$ cat src/rtl/bubble_sort_pkg.sv
// Purpose: shared state encoding for the bubble-sort control FSM.
// Contents: STATE_W and one localparam per FSM state (IDLE..DONE).
package bubble_sort_pkg;

    localparam int unsigned STATE_W = 4;

    localparam logic [STATE_W-1:0] S_IDLE   = STATE_W'(0);
    localparam logic [STATE_W-1:0] S_INIT   = STATE_W'(1);
    localparam logic [STATE_W-1:0] S_CHK_I  = STATE_W'(2);
    localparam logic [STATE_W-1:0] S_INC_J  = STATE_W'(3);
    localparam logic [STATE_W-1:0] S_RD_I   = STATE_W'(4);
    localparam logic [STATE_W-1:0] S_RD_J   = STATE_W'(5);
    localparam logic [STATE_W-1:0] S_CMP    = STATE_W'(6);
    localparam logic [STATE_W-1:0] S_WR_I   = STATE_W'(7);
    localparam logic [STATE_W-1:0] S_WR_J   = STATE_W'(8);
    localparam logic [STATE_W-1:0] S_NEXT_J = STATE_W'(9);
    localparam logic [STATE_W-1:0] S_NEXT_I = STATE_W'(10);
    localparam logic [STATE_W-1:0] S_DONE   = STATE_W'(11);

endpackage

$ cat src/rtl/bubble_sort_controller.sv
// Purpose: Moore control FSM for the in-place ascending bubble-sort datapath.
//   Outer index i lives in C1, inner index j in C2; mem[i]/mem[j] swap when mem[j] < mem[i].
// Ports:
//   clk, rst_n            clock, asynchronous active-low reset
//   start                 begin a sort (sampled only in IDLE)
//   CO1, CO2              C1 / C2 hold the last index
//   lt, gt                Reg2 < Reg1 / Reg2 > Reg1 (gt not used for control)
//   S0, S1                address select (0=C1,1=C2) / write-data select (0=Reg1,1=Reg2)
//   Reg1_ld, Reg2_ld      load data registers from memory read data
//   C1_clr/inc/ld         C1 controls (C1_ld tied low)
//   C2_clr/inc/ld         C2 controls (C2_ld copies C1, C2_clr tied low)
//   rd, wr                memory read / write strobes
//   busy, done            busy outside IDLE, one-cycle completion pulse
module bubble_sort_controller
    import bubble_sort_pkg::*;
(
    input  logic clk,
    input  logic rst_n,
    input  logic start,
    input  logic CO1,
    input  logic CO2,
    input  logic lt,
    input  logic gt,
    output logic S0,
    output logic S1,
    output logic Reg1_ld,
    output logic Reg2_ld,
    output logic C1_clr,
    output logic C1_inc,
    output logic C1_ld,
    output logic C2_clr,
    output logic C2_inc,
    output logic C2_ld,
    output logic rd,
    output logic wr,
    output logic busy,
    output logic done
);

    logic [STATE_W-1:0] r_state;
    logic [STATE_W-1:0] w_next;
    logic               w_unused_gt;

    // gt is part of the datapath status bundle but the ordering only needs lt
    assign w_unused_gt = gt;

    // State register
    always_ff @(posedge clk or negedge rst_n) begin
        if (!rst_n) begin
            r_state <= S_IDLE;
        end else begin
            r_state <= w_next;
        end
    end

    // Next-state logic; flags are consumed only in the state that tests them
    always_comb begin
        w_next = r_state;
        case (r_state)
            S_IDLE:   w_next = start ? S_INIT : S_IDLE;
            S_INIT:   w_next = S_CHK_I;
            S_CHK_I:  w_next = CO1 ? S_DONE : S_INC_J;
            S_INC_J:  w_next = S_RD_I;
            S_RD_I:   w_next = S_RD_J;
            S_RD_J:   w_next = S_CMP;
            S_CMP:    w_next = lt ? S_WR_I : S_NEXT_J;
            S_WR_I:   w_next = S_WR_J;
            S_WR_J:   w_next = S_NEXT_J;
            // CO2 reflects j before this state's increment lands
            S_NEXT_J: w_next = CO2 ? S_NEXT_I : S_RD_I;
            S_NEXT_I: w_next = S_CHK_I;
            S_DONE:   w_next = S_IDLE;
            default:  w_next = S_IDLE;
        endcase
    end

    // Output decode: pure function of state
    always_comb begin
        S0      = 1'b0;
        S1      = 1'b0;
        Reg1_ld = 1'b0;
        Reg2_ld = 1'b0;
        C1_clr  = 1'b0;
        C1_inc  = 1'b0;
        C1_ld   = 1'b0;
        C2_clr  = 1'b0;
        C2_inc  = 1'b0;
        C2_ld   = 1'b0;
        rd      = 1'b0;
        wr      = 1'b0;
        busy    = (r_state != S_IDLE);
        done    = 1'b0;
        case (r_state)
            S_INIT:   C1_clr = 1'b1;
            S_CHK_I:  C2_ld  = 1'b1;
            S_INC_J:  C2_inc = 1'b1;
            S_RD_I: begin
                rd      = 1'b1;
                Reg1_ld = 1'b1;
            end
            S_RD_J: begin
                S0      = 1'b1;
                rd      = 1'b1;
                Reg2_ld = 1'b1;
            end
            // mem[i] <= Reg2
            S_WR_I: begin
                S1 = 1'b1;
                wr = 1'b1;
            end
            // mem[j] <= Reg1
            S_WR_J: begin
                S0 = 1'b1;
                wr = 1'b1;
            end
            S_NEXT_J: C2_inc = 1'b1;
            S_NEXT_I: C1_inc = 1'b1;
            S_DONE:   done   = 1'b1;
            default: ;
        endcase
    end

endmodule

$ cat config.mk
export PLATFORM = sky130hd
export DESIGN_NAME = bubble_sort_controller
export DESIGN_NICKNAME = d
export VERILOG_FILES = /design/src/rtl/bubble_sort_pkg.sv /design/src/rtl/bubble_sort_controller.sv
export SDC_FILE = /design/constraint.sdc
export NUM_CORES = 1
export LEC_CHECK = 0
export CAP_MARGIN = 20
export CORE_AREA = 2 2 39 41
export CTS_BUF_LIST = sky130_fd_sc_hd__clkbuf_4 sky130_fd_sc_hd__clkbuf_8
export DETAILED_ROUTE_END_ITERATION = 10
export DIE_AREA = 0 0 41 43
export DONT_BUFFER_PORTS = 1
export SLEW_MARGIN = 5
export SYNTH_ARGS = -nofsm -noshare
export SYNTH_HDL_FRONTEND = slang
export SYNTH_SLANG_ARGS = --single-unit
$ cat constraint.sdc
create_clock -name clk -period 1 [get_ports clk]
set_input_delay 0 -clock clk [delete_from_list [all_inputs] [get_ports clk]]
set_output_delay 0 -clock clk [all_outputs]
set_load 0.05 [all_outputs]
=== After elaboration in Yosys (flattened, before gate mapping) ===
Cells that the tools add are included.

* Output and inout port bits: 14
* Bits of input ports: 7
* Register bits after elaboration: 4
* Logic and storage cells: 35

* Reductions and logical operators: 7
* Eq/ne operators: 11
* Multiplexer cells: 16

{| class="wikitable"
|+ Operator list
! cell !! number
|-
| 4-bit case mux with 10 select lines || 1
|-
| 4-bit by 3-bit == test with 1-bit output, second input constant || 4
|-
| 4-bit == test, second input constant || 4
|-
| 1-bit 2-to-1 mux || 12
|-
| 4-bit 2-to-1 mux || 3
|-
| 2-bit OR reduction || 5
|-
| 4-bit by 2-bit == test with 1-bit output, second input constant || 2
|-
| 4-bit by 1-bit == test with 1-bit output, second input constant || 1
|-
| 4-bit zero test || 1
|-
| 4-bit nonzero test || 1
|}

=== Longest topological paths before layout ===
Gate-level depths: netlist (run 1).

* Word-level depth: 3
* Gate-level depth with buffers: 4
* Mapped depth without buffers: 3

=== Worst setup path before layout (run 1) ===
Ideal clock, no wire load.

* Path kind: reg-to-output
* Start point: reg r_state[2]
* End point: out wr
* Stages on the path, launching flop included: 5
* Data arrival time: 1,912 ps
* Required time: 1,000 ps
* Setup slack: -912 ps
* Cells stage by stage: dfrtp_1 buf_2 inv_1 nand2_1 o31ai_1

* Longest elaborated chain between the ends: 3

{| class="wikitable"
|+ Ends and longest elaborated chain
! item !! RTL line !! text
|-
| from (decl) || bubble_sort_controller.sv:40 || <nowiki>logic [STATE_W-1:0] r_state;</nowiki>
|-
| from (signal assigned) || bubble_sort_controller.sv:52 || <nowiki>r_state <= w_next;</nowiki>
|-
| 4-bit == test / 4-bit by 3-bit == test with 1-bit output (equally long branches) || bubble_sort_controller.sv:93 || <nowiki>case (r_state)</nowiki>
|-
| 2-bit OR reduction (no source line) (*) || -- ||
|-
| 1-bit 2-to-1 mux (*) || bubble_sort_controller.sv:93 ||
|-
| to (decl) || bubble_sort_controller.sv:35 || <nowiki>output logic wr,</nowiki>
|}

Every way passes the cells marked *; elsewhere a longest branch is shown, timed or not.

=== Worst setup path after layout (run 1) ===
* Start point: reg r_state[0]
* End point: out S0

* Longest elaborated chain between the ends: 3

{| class="wikitable"
|+ Ends and longest elaborated chain
! item !! RTL line !! text
|-
| 4-bit == test / 4-bit by 3-bit == test with 1-bit output (equally long branches) || bubble_sort_controller.sv:93 ||
|-
| 2-bit OR reduction (no source line) (*) || -- ||
|-
| 1-bit 2-to-1 mux (*) || bubble_sort_controller.sv:93 ||
|-
| to (decl) || bubble_sort_controller.sv:24 || <nowiki>output logic S0,</nowiki>
|}

Marks and branches as above.

==> summary.txt, run 1 <==
Flow run
  • Max-cap violation count: 0

Placed design
  • Cell Area, Placed: 747 um2
  • Cell Count Post-Placement: 88
  • Port Buf Inserts: 0
  • Final GP Congestion: 0.764
  • HPWL Detailed: 903 um

Floorplanning
  • Core area: 1380 um2
  • Die width: 41 um
  • Chip height: 43 um
  • Initial Util: 0.282
  • Row count: 14
  • Top Ports: 21
  • Full die area: 1760 um2

Power
  • Total power: 0.00407 W
  • PD cells: 3840 nW/um2
  • P_leak: 0.424 nW
  • Max rail drop VDD: 2.54 mV

Synth
  • Synth warnings: 0
  • Top-area cell type share of the netlist area: 0.256
  • Synth area leader: dfrtp_1
  • Synthesized cell area: 390 um2
  • Asr flop ratio synth: 1.00
  • Area contributors post-synth: dfrtp_1 26%, a21oi_1 5.1%, nor3_1 5.1%, inv_1 4.8%, nor2b_1 4.8%
  • Synth unique cells: 26
  • Avg Inst Size Synth: 7.37 um2
  • Post-synthesis sequential area ratio: 0.256
  • Mapped Cells: 53
  • Top_reg_cell synth: dfrtp_1
  • Register bit total from synthesis: 4
  • EDFF count, synth: 0
  • Most common cell in the synthesized netlist: inv_1

Setup path
  • CP Max Fanout: 7
  • CP peak stage delay: 0.45 ns
  • CP startpoint kind: flop
  • Req. time, crit path: 1.00 ns
  • Critical Path End Type: output port
  • CP delay by family, top: flip-flops
  • Bufs and invs on worst path: 1
  • CP Cell Sequence: or3_4, a21oi_4, buf_12
  • CP Class: flop to output port
  • Slowest cell on the critical path: dfrtp_2
  • Worst Path Arrival: 1.38 ns

Finish
  • Nets: 100
  • Share of layout cells above drive strength 1: 0.824
  • # diodes: 0
  • Multi-input gate area: 429 um2
  • Biggest regs: r_state (4)
  • Post-Route Utilization: 0.766
  • P&R area growth vs syn: 171%
  • Final instance area: 1060 um2
  • Top reg by flops: r_state
  • Filler cell count in the final layout: 88
  • Cell Count, Final, Fillers Out: 107
  • Sequential Area: 105 um2
  • Largest register FFs: 4

Timing
  • Hold Violations, Final: 0
  • Final Skew: 0.00307 ns
  • Unrepaired setup endpoints after global routing: yes
  • Final Critical Period: 1.38 ns
  • Crit share post-route: 1.38
  • Final setup viols: 16
  • Final Max Slew Viols: 0
  • Peak Freq: 725 MHz
  • PnR worst setup slack: -0.380 ns
  • WHS: 0.00310 ns

CTS
  • H-tree Lvls: 1
  • Clk Latency, worst-skew pair: 0.24 ns
  • Root buffer cell: clkbuf_4
  • Clock buffers created by TritonCTS: 3
  • Clock transition at the registers of the reported paths: 0.04 ns
  • Max clock buf depth: 2
  • CTS tree: yes
  • Clk sinks: 4

Drt
  • DRC: 0
  • Initial DRT Pass Iterations: 3
  • Drt total wl: 1640 um
  • DR iter-0 viols: 9
  • Routed vias/inst: 5.05
  • Detail Route Antenna Nets: 0
  • Via count: 540
  • WL/cell: 15.3 um

Global route
  • Remaining global-route overflow: 0
  • Largest net degree at the start of global routing: 8
  • Antenna violations before repair: 0
  • First-pass GRT wire length: 2460 um
  • Number of global-route vias before repair: 565
  • GRT Total Usage: 0.208

Outcome
  • Failing checks: setup timing
  • Status: complete, but fails checks

Worst hold path
  • Worst hold path class: input pin to flop
final timing paths:
kind | start | end | slack, ns | cells past startpoint
max | r_state[0] | S0 | -0.38 | 3
min | start | r_state[0] | 0.003 | 2
max reg2reg | r_state[0] | r_state[3] | -0.22 | 4
min reg2reg | r_state[0] | r_state[0] | 0.68 | 2
max in group asynchronous | rst_n | r_state[1] | 0.78 | 1
min in group asynchronous | rst_n | r_state[2] | 0.03 | 1
logic make-up (layout without fill, tap and decap cells):
logic type	after synthesis	count (layout)	synth area share
simple gates	24	24	0.359
flops	4	4	0.256
buf+inv	11	48	0.154
xor+xnor	1	1	0.0224
other cells	1	2	0.00961
compound gates	12	12	0.199
power breakdown:
group	switching [W]	total (W)	internal, W
Clock	0.0000715	0.000206	0.000135
Sequential	0.000158	0.000413	0.000255
Combinational	0.00179	0.00345	0.00166
per-stage QoR:
step           setup slack (ns)  TNS [ns]
2_1_floorplan            -0.258     -1.32
3_3_place_gp             -0.179     -1.86
3_5_place_dp             -0.204     -2.09
4_1_cts                  -0.387     -4.19
5_1_grt                  -0.415     -5.06
6_report                 -0.380     -4.32
cell type report:
class	instances	share of cell area
Timing Repair Buffer	40	0.432
Multi-Input combinational cell	39	0.405
Sequential cell	4	0.0992
Inverter	5	0.0236
Clock buffer	3	0.0213
Tap cell	16	0.0189
cell usage in the layout (no fill, tap or decap), types with 3 or more instances in the layout:
master / n
a21oi_2: 3
buf_12: 9
buf_4: 19
buf_6: 8
clkbuf_4: 3
dfrtp_2: 4
dlygate4sd3_1: 3
nor2_4: 4
nor3_4: 3
what timing repair did:
action                                 in CTS  in global routing
setup buffers                              10                  4
pin swaps                                   8                  6
gates resized for setup                    27                 12
setup endpoints to repair                  16                 16
endpoints found under the hold margin       5                  0
hold buffers                                3                  0
worst reg2reg max path, stage by stage (launching register included):
cell,delay (ns)
dfrtp_2,0.43
buf_4,0.17
or2b_1,0.23
a31oi_2,0.20
a21oi_2,0.07
routing by layer:
layer | part of all wire | vias up | track usage | wire length, um
li1 | - | 257 | - | -
met1 | 0.36 | 265 | 0.239 | 598
met2 | 0.59 | 16 | 0.350 | 964
met3 | 0.047 | 2 | 0.0628 | 77
met4 | 0.0012 | 0 | 0.0600 | 2
met5 | 0 | - | 0 | 0
Power figures use the tool's default switching activity.
==> run 2, diff against run 1 <==
--- a/config.mk
+++ b/config.mk
@@ -5,9 +5,10 @@
 export SDC_FILE = /design/constraint.sdc
 export NUM_CORES = 1
 export LEC_CHECK = 0
+export ABC_CLOCK_PERIOD_IN_PS = 1800
 export CAP_MARGIN = 20
 export CORE_AREA = 2 2 39 41
-export CTS_BUF_LIST = sky130_fd_sc_hd__clkbuf_4 sky130_fd_sc_hd__clkbuf_8
+export CTS_BUF_LIST = sky130_fd_sc_hd__clkbuf_16
 export DETAILED_ROUTE_END_ITERATION = 10
 export DIE_AREA = 0 0 41 43
 export DONT_BUFFER_PORTS = 1
==> constraint.sdc (replaced) <==
create_clock -name clk -period 1.8 [get_ports clk]
set_input_delay 0 -clock clk [delete_from_list [all_inputs] [get_ports clk]]
set_output_delay 0 -clock clk [all_outputs]
set_load 0.05 [all_outputs]
==> run 2 against run 1 <==
The flow now finishes without violations. Cell area shrank 49%. Highest routed layer unchanged. Critical path depth fell by 1. First-iteration DRC count is 100% lower. Setup slack improved by 0.66 ns. Largest cell class is now multi-input gates. Via count is 27% lower. Critical path type unchanged.
==> summary.txt, run 2 (synthesis results as in run 1) <==
Worst hold path
  • Worst hold path class: input pin to flop

Global route
  • First-pass GRT wire length: 1380 um (-44%)
  • Largest net degree at the start of global routing: 15 (+7)
  • Remaining global-route overflow: 0 (unchanged)
  • Antenna violations before repair: 0 (unchanged)
  • GRT Total Usage: 0.123 (-0.0848)
  • Number of global-route vias before repair: 317 (-44%)

Drt
  • Via count: 394 (-27%)
  • Drt total wl: 916 um (-44%)
  • Initial DRT Pass Iterations: 1 (-2)
  • Routed vias/inst: 5.05 (about the same)
  • DRC: 0 (unchanged)
  • Detail Route Antenna Nets: 0 (unchanged)
  • DR iter-0 viols: 0 (-9)
  • WL/cell: 11.7 um (-23%)

Timing
  • Setup TNS: 0 ns (+4.32 ns)
  • Final setup viols: 0 (-16)
  • Final Skew: 0.000863 ns (-0.00221 ns)
  • Hold Violations, Final: 0 (unchanged)
  • Crit share post-route: 0.845
  • Final Critical Period: 1.52 ns
  • Final Max Slew Viols: 0 (unchanged)
  • Unrepaired setup endpoints after global routing: no
  • Peak Freq: 657 MHz

Floorplanning
  • Chip height: 43 um (unchanged)
  • Row count: 14 (unchanged)
  • Initial Util: 0.282 (unchanged)
  • Full die area: 1760 um2 (unchanged)
  • Top Ports: 21 (unchanged)
  • Core area: 1380 um2 (unchanged)
  • Die width: 41 um (unchanged)

Setup path
  • Critical Path End Type: output port
  • CP startpoint kind: flop
  • Req. time, crit path: 1.80 ns (+0.80 ns)
  • CP Class: flop to output port
  • Worst Path Arrival: 1.52 ns (+0.14 ns)
  • CP Max Fanout: 14 (+7)

Placed design
  • HPWL Detailed: 666 um (-26%)
  • Port Buf Inserts: 0 (unchanged)
  • Final GP Congestion: 0.668 (-12%)

CTS
  • Setup bufs post-CTS: 0 (-10)
  • Max clock buf depth: 2 (unchanged)
  • Clock buffers created by TritonCTS: 3 (unchanged)
  • Root buffer cell: clkbuf_16
  • H-tree Lvls: 1 (unchanged)
  • Clk sinks: 4 (unchanged)
  • Post-CTS sizing: 0 (-100%)
  • CTS tree: yes
  • Clock transition at the registers of the reported paths: 0.03 ns (about the same)
  • Clk Latency, worst-skew pair: 0.22 ns (-0.02 ns)

Flow run
  • Max-cap violation count: 0 (unchanged)

Finish
  • Share of layout cells above drive strength 1: 0.290 (-0.534)
  • P&R area growth vs syn: 37.8%
  • Most frequent cells in the layout: 10 x buf_4, 5 x inv_1
  • Filler cell count in the final layout: 150 (+70%)
  • Sequential Area: 100 um2 (-4.8%)
  • Largest register FFs: 4 (unchanged)
  • # diodes: 0 (unchanged)
  • Nets: 71 (-29%)
  • Multi-input gate area: 239 um2 (-44%)
  • Biggest regs: r_state (4)
  • Top reg by flops: r_state
  • Most common cell after layout, fill and taps aside: buf_4

Outcome
  • Status: finished, final reports clean
[run 2: cell types whose count changed in the layout (fill, tap and decap cells not counted), sizes merged]
cell / previous run / this run
buf: 37 / 10
dlygate4sd3: 3 / 1
clkinvlp: 1 / 0
inv: 4 / 5
[run 2: stage by stage]
step | utilization | area [um2] | setup slack [ns] | std cells | hold WS (ns)
finish | 0.389 | 538 | 0.278 | 78 | 0.0220
floorplan | - | 399 | 0.0561 | 54 | -0.296
global placement | 0.327 | 453 | 0.521 | 74 | -0.295
CTS | 0.389 | 538 | 0.265 | 78 | 0.0215
global route | 0.389 | 538 | 0.177 | 78 | 0.0304
detailed placement | 0.327 | 453 | 0.500 | 74 | -0.295
[run 2: what timing repair did]
action / in CTS / in global routing
endpoints found under the hold margin: 4 / 0
endpoints found under the setup margin: 0 / 0
hold buffers: 1 / 0
[run 2: metal layers]
metal / track usage / routed length (um) / vias up
li1: - / - / 199
met1: 0.141 / 417 / 172
met2: 0.163 / 363 / 20
met3: 0.0628 / 112 / 3
met4: 0.100 / 22 / 0
met5: 0 / 0 / -
[run 2: cell type report]
| type | instances | share of cell area |
|---|---|---|
| sequential | 4 | 0.186 |
| tap | 16 | 0.0372 |
| clock buffer | 3 | 0.140 |
| inverter | 5 | 0.0349 |
| timing repair buffer | 11 | 0.158 |
| multi-input combinational | 39 | 0.444 |
[run 2: worst max-delay path: stages (launching register included)]
cell	delay [ns]
dfrtp_1	0.58
nor2b_1	0.25
and2_1	0.47
[run 2: final timing paths]
check,start,to,slack [ns],depth (start not counted)
setup / recovery,r_state[0],C2_inc,0.28,2
hold / removal,lt,r_state[1],0.02,2
setup reg to reg,r_state[1],r_state[3],0.49,3
hold reg to reg,r_state[3],r_state[0],0.66,3
max in group asynchronous,rst_n,r_state[0],1.59,1
min in group asynchronous,rst_n,r_state[3],0.05,1
Power of run 2 is not shown: default switching activity piles up to over one toggle a cycle in this logic, so the estimate is an artifact.
==> run 3, diff against run 2 <==
--- a/config.mk
+++ b/config.mk
@@ -5,7 +5,7 @@
 export SDC_FILE = /design/constraint.sdc
 export NUM_CORES = 1
 export LEC_CHECK = 0
-export ABC_CLOCK_PERIOD_IN_PS = 1800
+export ABC_CLOCK_PERIOD_IN_PS = 1500
 export CAP_MARGIN = 20
 export CORE_AREA = 2 2 39 41
 export CTS_BUF_LIST = sky130_fd_sc_hd__clkbuf_16
==> constraint.sdc (replaced) <==
create_clock -name clk -period 1.5 [get_ports clk]
set_input_delay 0 -clock clk [delete_from_list [all_inputs] [get_ports clk]]
set_output_delay 0 -clock clk [all_outputs]
set_load 0.05 [all_outputs]
==> run 3 against run 2 <==
Setup slack worse by 0.22 ns. Register-to-register slack worse by 0.13 ns. Clock skew fell by 0.00063 ns. Clock-buffer cell count did not move. Wire length decreased by 1.1%. Global-route usage fell by 1.5 points. Critical path depth rose by 1. Worst hold slack worse by 0.0025 ns. Highest routed layer is now met3.
==> summary.txt, run 3 (synthesis results as in run 1) <==
Global route
  • Antenna violations before repair: 0 (unchanged)
  • First-pass GRT wire length: 1320 um (-4.1%)
  • GRT Total Usage: 0.108 (-0.0154)
  • Largest net degree at the start of global routing: 15 (unchanged)
  • Number of global-route vias before repair: 339 (+6.9%)
  • Remaining global-route overflow: 0 (unchanged)

Floorplanning
  • Full die area: 1760 um2 (unchanged)
  • Top Ports: 21 (unchanged)
  • Chip height: 43 um (unchanged)
  • Row count: 14 (unchanged)
  • Core area: 1380 um2 (unchanged)
  • Die width: 41 um (unchanged)
  • Initial Util: 0.282 (unchanged)

Finish
  • Final instance area: 588 um2 (+9.3%)
  • Biggest regs: r_state (4)
  • Largest register FFs: 4 (unchanged)
  • Filler cell count in the final layout: 143 (-4.7%)
  • Nets: 73 (+2.8%)
  • Most common cell after layout, fill and taps aside: buf_4
  • Share of layout cells above drive strength 1: 0.422 (+0.132)
  • Most frequent cells in the layout: 11 x buf_4, 4 x inv_1, 4 x nand2_1, 4 x nor2_1, 4 x a21oi_1
  • P&R area growth vs syn: 50.6%
  • Top reg by flops: r_state
  • # diodes: 0 (unchanged)

CTS
  • Clk Latency, worst-skew pair: 0.22 ns (about the same)
  • Clock buffers created by TritonCTS: 3 (unchanged)
  • Clock transition at the registers of the reported paths: 0.03 ns (about the same)
  • CTS tree: yes
  • Clk sinks: 4 (unchanged)
  • Max clock buf depth: 2 (unchanged)
  • H-tree Lvls: 1 (unchanged)
  • Setup bufs post-CTS: 0 (unchanged)
  • Root buffer cell: clkbuf_16

Setup path
  • Worst Path Arrival: 1.44 ns (-0.08 ns)
  • Critical Path End Type: output port
  • CP Cell Sequence: or3_4, a21oi_2, buf_12
  • CP Class: flop to output port
  • CP Max Fanout: 14 (unchanged)
  • Slowest cell on the critical path: dfrtp_2
  • CP startpoint kind: flop
  • Req. time, crit path: 1.50 ns (-0.30 ns)
  • CP peak stage delay: 0.48 ns (-0.10 ns)

Timing
  • Crit share post-route: 0.960
  • Final Skew: 0.000237 ns (-0.000626 ns)
  • Final setup viols: 0 (unchanged)
  • Hold Violations, Final: 0 (unchanged)
  • Final Critical Period: 1.44 ns
  • Peak Freq: 694 MHz
  • Final Max Slew Viols: 0 (unchanged)

Placed design
  • Final GP Congestion: 0.690 (+3.3%)
  • HPWL Detailed: 685 um (+2.9%)
  • Cell Area, Placed: 495 um2 (+9.4%)
  • Port Buf Inserts: 0 (unchanged)

Drt
  • Drt total wl: 906 um (-1.1%)
  • DR iter-0 viols: 0 (unchanged)
  • Via count: 395 (+0.25%)
  • Detail Route Antenna Nets: 0 (unchanged)
  • DRC: 0 (unchanged)
  • Initial DRT Pass Iterations: 1 (unchanged)
  • Routed vias/inst: 4.94 (-2.3%)
  • WL/cell: 11.3 um (-3.6%)

Worst hold path
  • Worst hold path class: input pin to flop

Flow run
  • Max-cap violation count: 0 (unchanged)

Outcome
  • Status: finished, final reports clean
## run 3: timing repair
action,in CTS,in global routing
setup endpoints to repair,2,4
endpoints found under the hold margin,4,0
hold buffers,1,0
pin swaps,0,0
cloned,0,0
resized for setup,1,3
## run 3: final cells by class
class	instances	area, um2	area share
tap	16	20.0	0.0340
timing repair buffer	13	113	0.191
sequential	4	104	0.177
multi-input combinational	39	254	0.432
clock buffer	3	75.1	0.128
inverter	5	22.5	0.0383
## run 3: per-stage QoR
| stage | std cells | util | setup TNS [ns] | setup WS, ns | hold WS (ns) |
|---|---|---|---|---|---|
| 2_1_floorplan | 54 | - | 0 | 0.00336 | -0.296 |
| 3_3_place_gp | 76 | 0.358 | 0 | 0.232 | -0.295 |
| 3_5_place_dp | 76 | 0.358 | 0 | 0.217 | -0.295 |
| 4_1_cts | 80 | 0.420 | -0.0121 | -0.0121 | 0.0202 |
| 5_1_grt | 80 | 0.425 | -0.00431 | -0.00431 | 0.0232 |
| 6_report | 80 | 0.425 | 0 | 0.0596 | 0.0195 |
## run 3: routing by layer
layer	GRT usage	routed length, um	vias up
met5	0	0	-
met4	0.0600	0	0
met3	0.0314	113	0
met1	0.130	384	178
li1	-	-	199
met2	0.163	408	18
## run 3: final timing paths
path,from,to,slack (ns),depth (start not counted)
hold / removal,start,r_state[0],0.02,2
hold reg to reg,r_state[0],r_state[0],0.62,1
min in group asynchronous,rst_n,r_state[3],0.05,1
setup / recovery,r_state[0],S0,0.06,3
setup reg to reg,r_state[3],r_state[3],0.36,4
max in group asynchronous,rst_n,r_state[0],1.28,1
## run 3: critical path: cells and delay by family, from the launching register on
family / cells / cell delay, ns
buffers and inverters: 1 / 0.15
flip-flops: 1 / 0.48
AO/OA/AOI/OAI: 1 / 0.17
AND/OR/NAND/NOR: 1 / 0.41
Power of run 3 is left out for the same reason.
